[src/rtl/axi_tester_pkg.sv]
// AXI test sequencer shared types: FSM state encoding,
// error-count width and a saturating error-count adder.
package axi_tester_pkg;

  localparam int ERR_W = 16;

  typedef enum logic [2:0] {
    S_IDLE,
    S_WR_CMD,
    S_WR_DATA,
    S_WR_WAIT,
    S_RD_CMD,
    S_RD_DATA,
    S_RD_WAIT,
    S_DONE
  } state_t;

  // Adds 0..2 errors to the count, clamping at all ones.
  function automatic logic [ERR_W-1:0] sat_add(
    input logic [ERR_W-1:0] a,
    input logic [1:0]       n
  );
    logic [ERR_W:0] s;
    s = {1'b0, a} + {{(ERR_W-1){1'b0}}, n};
    return s[ERR_W] ? '1 : s[ERR_W-1:0];
  endfunction

endpackage

[src/rtl/axi_pattern_gen.sv]
// Test pattern generator: data = seed + beat (mod 2^DATA_WIDTH).
// Ports: seed, beat index in, pattern word out (combinational).
module axi_pattern_gen #(
  parameter int DATA_WIDTH = 32
) (
  input  logic [DATA_WIDTH-1:0] seed,
  input  logic [7:0]            beat,
  output logic [DATA_WIDTH-1:0] data
);

  assign data = seed + DATA_WIDTH'(beat);

endmodule

[src/rtl/axi_test_sequencer.sv]
// AXI write-then-readback test sequencer driving a command-level master.
// Ports: i_axi_clk/i_axi_rst (sync, active-low); i_start/i_base_addr/
// i_len/i_seed test setup; o_busy/o_done/o_pass/o_timeout/o_id_err/
// o_err_count/o_first_err_beat status; master command strobes and
// fields; AXI-stream style write (o_w_*) and read (i_r_*) beat channels.
module axi_test_sequencer
  import axi_tester_pkg::*;
#(
  parameter int DATA_WIDTH     = 32,
  parameter int ADDR_WIDTH     = 32,
  parameter int ID_WIDTH       = 4,
  parameter int TEST_ID        = 0,
  parameter int TIMEOUT_CYCLES = 4096
) (
  input  logic                    i_axi_clk,
  input  logic                    i_axi_rst,
  input  logic                    i_start,
  input  logic [ADDR_WIDTH-1:0]   i_base_addr,
  input  logic [7:0]              i_len,
  input  logic [DATA_WIDTH-1:0]   i_seed,
  output logic                    o_busy,
  output logic                    o_done,
  output logic                    o_pass,
  output logic                    o_timeout,
  output logic                    o_id_err,
  output logic [ERR_W-1:0]        o_err_count,
  output logic [7:0]              o_first_err_beat,
  input  logic                    i_mst_ready,
  input  logic [ID_WIDTH-1:0]     i_mst_resp_id,
  output logic                    o_start_write_stb,
  output logic                    o_start_read_stb,
  output logic [ID_WIDTH-1:0]     o_id,
  output logic [ADDR_WIDTH-1:0]   o_addr,
  output logic [7:0]              o_data_len,
  output logic                    o_en_strb,
  output logic [DATA_WIDTH-1:0]   o_w_tdata,
  output logic [DATA_WIDTH/8-1:0] o_w_tstrb,
  output logic                    o_w_tlast,
  output logic                    o_w_tvalid,
  input  logic                    i_w_tready,
  input  logic [DATA_WIDTH-1:0]   i_r_tdata,
  input  logic                    i_r_tlast,
  input  logic                    i_r_tvalid,
  output logic                    o_r_tready
);

  localparam int WDW = $clog2(TIMEOUT_CYCLES + 1);
  localparam logic [WDW-1:0] WD_LAST =
    WDW'(TIMEOUT_CYCLES - 1);
  localparam logic [ID_WIDTH-1:0] TID =
    ID_WIDTH'(TEST_ID);

  state_t                  state;
  logic [WDW-1:0]          wdog;
  logic [7:0]              beat;
  logic [DATA_WIDTH-1:0]   seed_q;
  logic                    data_err_seen;

  logic [7:0]              wr_idx;
  logic [DATA_WIDTH-1:0]   wr_pat;
  logic [DATA_WIDTH-1:0]   rd_pat;
  logic                    wr_hs;
  logic                    rd_hs;
  logic                    data_bad;
  logic                    len_bad;
  logic [1:0]              n_err;
  logic                    id_bad;
  logic                    wd_hit;

  // Tie-offs: constant for the whole test.
  assign o_id      = TID;
  assign o_en_strb = 1'b0;

  // Write generator looks one beat ahead so the next word is
  // ready to register on acceptance; beat 0 is loaded from WR_CMD.
  assign wr_idx = (state == S_WR_CMD) ? 8'd0 : beat + 8'd1;

  axi_pattern_gen #(.DATA_WIDTH(DATA_WIDTH)) u_wr_gen (
    .seed (seed_q),
    .beat (wr_idx),
    .data (wr_pat)
  );

  axi_pattern_gen #(.DATA_WIDTH(DATA_WIDTH)) u_cmp_gen (
    .seed (seed_q),
    .beat (beat),
    .data (rd_pat)
  );

  assign wr_hs    = o_w_tvalid & i_w_tready;
  assign rd_hs    = o_r_tready & i_r_tvalid;
  assign data_bad = (i_r_tdata != rd_pat);
  assign len_bad  = i_r_tlast ? (beat < o_data_len)
                              : (beat == o_data_len);
  assign n_err    = {1'b0, data_bad} + {1'b0, len_bad};
  assign id_bad   = (i_mst_resp_id != TID);
  assign wd_hit   = (state != S_IDLE) && (state != S_DONE) &&
                    (wdog == WD_LAST);

  always_ff @(posedge i_axi_clk) begin
    if (!i_axi_rst) begin
      state             <= S_IDLE;
      wdog              <= '0;
      beat              <= '0;
      seed_q            <= '0;
      data_err_seen     <= 1'b0;
      o_busy            <= 1'b0;
      o_done            <= 1'b0;
      o_pass            <= 1'b0;
      o_timeout         <= 1'b0;
      o_id_err          <= 1'b0;
      o_err_count       <= '0;
      o_first_err_beat  <= '0;
      o_start_write_stb <= 1'b0;
      o_start_read_stb  <= 1'b0;
      o_addr            <= '0;
      o_data_len        <= '0;
      o_w_tdata         <= '0;
      o_w_tstrb         <= '0;
      o_w_tlast         <= 1'b0;
      o_w_tvalid        <= 1'b0;
      o_r_tready        <= 1'b0;
    end else begin
      o_start_write_stb <= 1'b0;
      o_start_read_stb  <= 1'b0;
      o_done            <= 1'b0;
      wdog              <= wdog + 1'b1;
      if (wd_hit) begin
        o_timeout  <= 1'b1;
        o_w_tvalid <= 1'b0;
        o_w_tlast  <= 1'b0;
        o_w_tstrb  <= '0;
        o_r_tready <= 1'b0;
        wdog       <= '0;
        state      <= S_DONE;
      end else begin
        unique case (state)
          S_IDLE: begin
            wdog <= '0;
            if (i_start) begin
              o_addr           <= i_base_addr;
              o_data_len       <= i_len;
              seed_q           <= i_seed;
              o_err_count      <= '0;
              o_first_err_beat <= '0;
              data_err_seen    <= 1'b0;
              o_id_err         <= 1'b0;
              o_timeout        <= 1'b0;
              o_pass           <= 1'b0;
              o_busy           <= 1'b1;
              state            <= S_WR_CMD;
            end
          end
          // Strobe is shown for one cycle before valid rises,
          // so the two never overlap.
          S_WR_CMD: begin
            if (o_start_write_stb) begin
              o_w_tvalid <= 1'b1;
              o_w_tstrb  <= '1;
              o_w_tdata  <= wr_pat;
              o_w_tlast  <= (o_data_len == 8'd0);
              beat       <= '0;
              wdog       <= '0;
              state      <= S_WR_DATA;
            end else if (i_mst_ready) begin
              o_start_write_stb <= 1'b1;
            end
          end
          S_WR_DATA: begin
            if (wr_hs) begin
              if (o_w_tlast) begin
                o_w_tvalid <= 1'b0;
                o_w_tlast  <= 1'b0;
                o_w_tstrb  <= '0;
                beat       <= '0;
                wdog       <= '0;
                state      <= S_WR_WAIT;
              end else begin
                beat      <= beat + 8'd1;
                o_w_tdata <= wr_pat;
                o_w_tlast <= (beat + 8'd1 == o_data_len);
              end
            end
          end
          S_WR_WAIT: begin
            if (i_mst_ready) begin
              o_id_err <= o_id_err | id_bad;
              wdog     <= '0;
              state    <= S_RD_CMD;
            end
          end
          S_RD_CMD: begin
            if (o_start_read_stb) begin
              o_r_tready <= 1'b1;
              beat       <= '0;
              wdog       <= '0;
              state      <= S_RD_DATA;
            end else if (i_mst_ready) begin
              o_start_read_stb <= 1'b1;
            end
          end
          S_RD_DATA: begin
            if (rd_hs) begin
              if (data_bad && !data_err_seen) begin
                o_first_err_beat <= beat;
                data_err_seen    <= 1'b1;
              end
              o_err_count <= sat_add(o_err_count, n_err);
              if (i_r_tlast) begin
                o_r_tready <= 1'b0;
                wdog       <= '0;
                state      <= S_RD_WAIT;
              end else if (beat != 8'hFF) begin
                beat <= beat + 8'd1;
              end
            end
          end
          S_RD_WAIT: begin
            if (i_mst_ready) begin
              o_id_err <= o_id_err | id_bad;
              wdog     <= '0;
              state    <= S_DONE;
            end
          end
          S_DONE: begin
            o_done <= 1'b1;
            o_pass <= (o_err_count == '0) & ~o_id_err &
                      ~o_timeout;
            o_busy <= 1'b0;
            wdog   <= '0;
            state  <= S_IDLE;
          end
        endcase
      end
    end
  end

endmodule

[config.mk]
export PLATFORM = sky130hd
export DESIGN_NAME = axi_test_sequencer
export DESIGN_NICKNAME = d
export VERILOG_FILES = /design/src/rtl/axi_tester_pkg.sv /design/src/rtl/axi_pattern_gen.sv /design/src/rtl/axi_test_sequencer.sv
export SDC_FILE = /design/constraint.sdc
export NUM_CORES = 1
export LEC_CHECK = 0
export CAP_MARGIN = 20
export CORE_AREA = 2 2 132 134
export DETAILED_ROUTE_END_ITERATION = 10
export DIE_AREA = 0 0 134 136
export MAX_ROUTING_LAYER = met4
export PLACE_DENSITY = 0.89
export SYNTH_ARGS = -nofsm -noshare
export SYNTH_HDL_FRONTEND = slang
export SYNTH_SLANG_ARGS = --single-unit
export TNS_END_PERCENT = 1
[constraint.sdc]
create_clock -name i_axi_clk -period 7.68 [get_ports i_axi_clk]
set_input_delay 1.536 -clock i_axi_clk [delete_from_list [all_inputs] [get_ports i_axi_clk]]
set_output_delay 1.536 -clock i_axi_clk [all_outputs]
set_load 0.05 [all_outputs]
== Yosys cells after proc, flatten, opt, wreduce, memory -nomap -nowiden ==
Index checks and enable logic that the tools add are counted.
Operators by class
  multiplexer cells: 70
  bitwise logic cells: 11
  $lt $le $gt $ge: 1
  equal/unequal tests: 34
  reduce and logical (&&, ||, !) cells: 34
  add/subtract/negate cells: 6
Operators by type and width (number)
  32-bit 2-to-1 mux: 3
  13-bit 2-to-1 mux: 7
  8-bit 2-to-1 mux: 11
  13-bit one-hot mux with 6 select lines: 1
  32-bit by 8-bit adder with 32-bit output: 2
  32-bit one-hot mux with 2 select lines: 1
  16-bit 2-to-1 mux: 3
  32-bit != test: 1
  16-bit one-hot mux with 2 select lines: 1
  8-bit one-hot mux with 4 select lines: 1
  3-bit 2-to-1 mux: 10
  3-bit != test, second input constant: 10
  3-bit one-hot mux with 8 select lines: 1
  2-bit != test, second input constant: 11
  1-bit 2-to-1 mux: 19
  16-bit by 2-bit adder with 17-bit output: 1
  8-bit equality test: 2
  16-bit zero test: 1
  8-bit one-hot mux with 2 select lines: 1
  4-bit AND reduction: 4
  1-bit one-hot mux with 2 select lines: 7
  2-bit nonzero test: 7
  13-bit by 1-bit adder with 13-bit output, second input constant: 1
  13-bit by 12-bit equality test with 1-bit output, second input constant: 1
  26 further kinds: 49
Storage, ports and cells
  register bits: 167
  input port bits: 115
  output and inout bits: 115
  word-level logic and storage cells: 177

== Longest topological paths before layout ==
  word-level depth: 7
  depth in mapped cells: 21
  depth with buffers taken out: 20

== Modules after synthesis ==
Synthesis repeated with hierarchy kept, for this count alone.
Unflattened totals
  cells, all modules: 1174
  area, all modules: 9371.5 um^2
Modules (own cells, without submodules)
  axi_test_sequencer: cells each 956, instances 1, area each 7709.9 um^2, sequential area each 3263.1 um^2
  axi_pattern_gen: cells each 109, instances 2, area each 830.8 um^2, sequential area each 0.0 um^2

== Worst setup path after synthesis ==
OpenSTA, ideal clock, no wires.
  path kind: input to register
  from: in i_r_tdata[17]
  to: reg o_err_count[11]
  path slack: 2273 ps
  path buffers: 1
  arrival time: 5275 ps
  required time: 7548 ps
  setup time: 132 ps
  stages on the path: 19
  cells stage by stage: xnor2_1 -> a41oi_1 -> o211ai_1 -> or3b_1 -> a2111o_1 -> or4_4 -> nor3_1 -> fa_1 -> inv_1 -> ha_1 -> and3_1 -> and3_1 -> and3_1 -> and3_1 -> nand4_1 -> nor2_1 -> clkbuf_1 -> o21ai_0 -> a21oi_1
On the way
  word-level cells in the longest chain between the ends: 6
Ends and longest elaborated chain
  start, declared: RTL line axi_test_sequencer.sv:41  | input logic [DATA_WIDTH-1:0] i_r_tdata,
  32-bit != test: RTL line axi_test_sequencer.sv:92  | assign data_bad = (i_r_tdata != rd_pat);
  1-bit by 1-bit adder with 2-bit output: RTL line axi_test_sequencer.sv:95  | assign n_err = {1'b0, data_bad} + {1'b0, len_bad};
  16-bit by 2-bit adder with 17-bit output: RTL line axi_tester_pkg.sv:24  | s = {1'b0, a} + {{(ERR_W-1){1'b0}}, n};
  16-bit 2-to-1 mux: RTL line axi_tester_pkg.sv:25  | return s[ERR_W] ? '1 : s[ERR_W-1:0];
  16-bit 2-to-1 mux: RTL line axi_test_sequencer.sv:203  | if (rd_hs) begin
  16-bit one-hot mux with 2 select lines: RTL line axi_test_sequencer.sv:137  | unique case (state)
  end signal, assigned: RTL line axi_test_sequencer.sv:208  | o_err_count <= sat_add(o_err_count, n_err);
  end, declared: RTL line axi_test_sequencer.sv:26  | output logic [ERR_W-1:0] o_err_count,
No other way between the ends. The select of a mux whose other input is x is not followed.
A chain may end at the register's enable or synchronous reset.

== Worst setup path after layout ==
  from: in i_r_tdata[17]
  to: reg o_err_count[3]
Same word-level chain as after synthesis.

==> results by stage <==
Outcome:
- The run finished with clean final reports.

Worst setup path:
- The library cell contributing the largest single delay on the critical path is sky130_fd_sc_hd__clkdlybuf4s50_1.
- The setup slack on the worst flop-to-flop path is 1.96 ns.
- The end of the worst register-to-register path is o_err_count[3].
- The critical path is of the in2reg type.
- The kind of cell adding the most delay to the critical path is simple AND/OR/NAND/NOR gates.
- For this run, the slowest stage of the critical path takes 0.46 ns.
- The cell that appears most often on the critical path is sky130_fd_sc_hd__and3_1.
- The number of cells on the worst reg-to-reg path is 19.
- The type of origin of the critical path is an input pin.
- Counting both buffers and inverters, the worst setup path holds a total of 2.
- The maximum fanout along the worst path is 12.
- STA classifies the critical path endpoint as a flop.
- The required time at the endpoint of the critical path is 7.97 ns.
- The signal on the critical path passes through clkdlybuf4s50_1 > xnor2_1 > a41oi_1 > o211ai_1 > or3b_1 > a2111o_1 > or4_4 > nor3_1 > fa_1 > inv_1 > ha_1 > and3_1 > and3_1 > and3_1 > and3_1 > nand4_1 > nor2_1 > o21ai_0 > a21oi_1.
- STA puts the critical path data arrival time at 6.17 ns.
- The worst reg2reg path startpoint is beat[6].

GRT:
- The via count of the first global-routing pass is 8615.
- After global routing the overflow that remains totals 0.
- The overall global routing resource usage is 0.309.
- The first global-routing pass estimated 43800 um of wire.
- The initial antenna violation count is 0.
- The pin count of the biggest net entering global routing is 79.

STA:
- The least setup slack across all paths after layout is 1.80 ns.
- Measured against its own limit, the worst slew margin works out to 0.292.
- The clock arrives with 0.00977 ns of skew.
- For this run, the top clock speed supported by timing is 170 MHz.
- Setup repair after global routing left no endpoint under its margin.
- The total count of hold-check failures in the final report is 0.
- The count of pins over their slew limit is 0.
- The final clock period utilization by the worst path is 0.765.
- For the pin with the worst max-slew slack, the measured transition is 1.05 ns.
- The number of setup violations in the final report is 0.
- Final hold analysis gives a worst-case slack of 0.454 ns.
- Summed over all failing endpoints, the final setup total negative slack is 0 ns.
- The post-layout minimum cycle time is 5.88 ns.

CTS:
- The total number of H-tree levels is 4.
- TritonCTS built the clock tree.
- Once the clock tree was built, the resizer swapped 0 gates to a different size.
- The clock-pin slew reported for the worst setup and hold paths after clock tree synthesis is 0.07 ns.
- The total clock buffers created by CTS is 17.
- The number of setup buffers added after CTS is 0.
- The later pin in the worst-skew pair is clocked with a latency of 0.43 ns.
- The worst-case clock buffer depth is 2.
- The root cell of the clock tree is sky130_fd_sc_hd__clkbuf_16.
- The count of clock tree sinks is 163.
- The number of hold buffers added after CTS was 0.

Power and ir drop:
- The total power consumption of the routed design is 0.00289 W.
- Dividing total power by cell area gives a power density of 244 nW/um2.
- The leakage component of the power is 4.32 nW.
- The worst vdd rail ir drop is 0.194 mV.

Die:
- The effective utilization at floorplan is 0.532.
- After floorplanning, the core was divided into 48 placement rows.
- The core region is 16900 um2.
- The die outline area is 18200 um2.
- For this design the top-level I/O count stands at 230.
- The vertical die dimension is 136 um.
- The die is 134 um wide.

Place:
- The placement-stage worst setup slack is 1.44 ns.
- Detailed placement finished with a half-perimeter wire length of 20100 um.
- The placer's final routability congestion estimate is 1.02.
- Port buffering added 224 buffers.

Synthesis:
- By area the synthesized netlist is led by sky130_fd_sc_hd__dfxtp_1 (36%), sky130_fd_sc_hd__nand2_1 (9.7%), sky130_fd_sc_hd__a21oi_1 (7.6%), sky130_fd_sc_hd__xnor2_1 (4.7%), sky130_fd_sc_hd__xor2_1 (4.2%).
- The count of flip-flops with a built-in enable after synthesis is 0.
- The mean instance size in the synthesized netlist is 7.62 um2.
- Of all flip-flops after synthesis, the portion carrying an async set or reset was 0.
- For this run, the leading register cell type out of synthesis is sky130_fd_sc_hd__dfxtp_1.
- The summed instance area of the synthesized netlist is 8980 um2.
- The number of different library cells used by synthesis comes to 68.
- Of the post-synthesis cell area, the dominant cell type holds 0.363.
- The number of storage elements in the synthesis netlist is 163.
- The number of warnings printed during yosys synthesis is 0.
- The biggest area contributor in the post-synthesis netlist is sky130_fd_sc_hd__dfxtp_1.
- The fraction of the yosys area taken by sequential cells is 0.363.
- The synthesized instance count is 1179.

Drt:
- Before antenna repair, the detailed router went through 6 iterations.
- For this run, design rule violations remaining after detail routing come to 0.
- The remaining number of nets flagged by the antenna check after routing is 0.
- The top routing layer in use is met4.
- The total number of vias is 9221.
- After detailed routing, the average wire length per cell comes to 17.3 um.
- The first routing iteration left 818 violations.
- The vias per cell is 5.78.
- The met2 routed wirelength is 12800 um.
- For this block, wires on met1 add up to 11500 um.
- In the detailed route, the total length drawn on met3 is 2430 um.
- The routed design has 27500 um of wire.

Layout:
- 0 antenna diodes ended up in the layout.
- In the layout the commonest cells are sky130_fd_sc_hd__nand2_1 (232), sky130_fd_sc_hd__clkdlybuf4s50_1 (224), sky130_fd_sc_hd__dfxtp_1 (163).
- The post-route core utilization is 0.703.
- The synthesis-to-finish area growth is 32.1%.
- Of the cells placed in the final design, the portion with a size suffix greater than 1 is 0.0438.
- The library cell used most frequently in the layout, excluding fill and tap cells, is sky130_fd_sc_hd__nand2_1.
- The number of nets in the layout is 1502.

Hold path:
- The hold path endpoint is o_addr[23].
- The hold-critical path depth is 2.
- The worst hold path begins at o_addr[23].
- The class of the tightest hold or removal check is reg2reg.

Flow run:
- Across the run, the number of max-cap violations was 0.
sequential cells by signal, summed over array words and instances (netlist names), 3 cells and up:
signal and flops:
o_first_err_beat 8, o_data_len 8, o_addr 32, wdog 13, beat 8, o_err_count 16
seed_q 32, state 3, o_w_tdata 32
synthesized netlist by cell type (3+ instances only):
library cell,n
sky130_fd_sc_hd__fa_1,3
sky130_fd_sc_hd__or3_1,7
sky130_fd_sc_hd__a211oi_1,14
sky130_fd_sc_hd__nor3_1,27
sky130_fd_sc_hd__nand4_1,24
sky130_fd_sc_hd__nor3b_1,6
sky130_fd_sc_hd__and2_1,6
sky130_fd_sc_hd__and3_1,13
sky130_fd_sc_hd__nor2b_1,12
sky130_fd_sc_hd__xnor2_1,48
sky130_fd_sc_hd__nor2_1,92
sky130_fd_sc_hd__o21ai_0,62
sky130_fd_sc_hd__xor2_1,43
sky130_fd_sc_hd__a31oi_1,10
sky130_fd_sc_hd__nand2b_1,5
sky130_fd_sc_hd__nand2_1,233
sky130_fd_sc_hd__o211ai_1,13
sky130_fd_sc_hd__a21o_1,5
sky130_fd_sc_hd__clkbuf_1,53
sky130_fd_sc_hd__ha_1,27
sky130_fd_sc_hd__inv_1,25
sky130_fd_sc_hd__a21oi_1,137
sky130_fd_sc_hd__buf_4,12
sky130_fd_sc_hd__mux2i_1,14
sky130_fd_sc_hd__or4_1,5
sky130_fd_sc_hd__dfxtp_1,163
sky130_fd_sc_hd__and4_1,6
sky130_fd_sc_hd__and2_0,3
sky130_fd_sc_hd__nor4_1,13
sky130_fd_sc_hd__buf_2,6
sky130_fd_sc_hd__nand3_1,36
sky130_fd_sc_hd__buf_1,5
layer usage:
metal | vias up | global-route usage
li1 | 4444 | -
met1 | 4294 | 0.389
met2 | 424 | 0.488
met3 | 59 | 0.0723
met4 | 0 | 0.109
met5 | - | -
area by class of cell:
cell class                      instances  area [um2]
Multi-Input combinational cell        918        5320
Fill cell                            1337        5010
Sequential cell                       163        3260
Timing Repair Buffer                  232        2310
Clock buffer                           20         457
Tap cell                              225         282
Clock inverter                         12         144
Inverter                               25        95.1
worst max-delay path by stage:
stage,cells after the start,startpoint,to
after floorplan,19,i_r_tdata[17],o_err_count[11]
after global placement,19,i_r_tdata[17],o_err_count[0]
after detailed placement,19,i_r_tdata[17],o_err_count[0]
final,19,i_r_tdata[17],o_err_count[3]
after global routing,19,i_r_tdata[17],o_err_count[3]
after CTS,19,i_r_tdata[17],o_err_count[3]
kinds of logic after synthesis:
group | share of synthesized area
AO/OA/AOI/OAI | 0.176
XOR/XNOR | 0.0887
adder cells (fa/ha/maj) | 0.0443
buffers and inverters | 0.0486
flip-flops | 0.363
multiplexers | 0.0181
other | 0.000417
AND/OR/NAND/NOR | 0.261
power breakdown:
part,total [W],internal (W),switching (W),leakage (nW)
registers,0.00107,0.000931,0.000143,1.33
clock network,0.000872,0.000503,0.000368,0.290
logic,0.000946,0.000343,0.000603,2.71
metrics by stage:
stage	cell area (um2)	std cells
CTS	11900	1594
finish	11900	1595
floorplan	9000	1183
global placement	11300	1562
global route	11900	1595
detailed placement	11300	1562
worst min-delay path: stages (launching register included):
cell and delay [ns]:
sky130_fd_sc_hd__dfxtp_1 0.31, sky130_fd_sc_hd__nand2_1 0.05, sky130_fd_sc_hd__a21oi_1 0.05
Power figures use the tool's default switching activity.
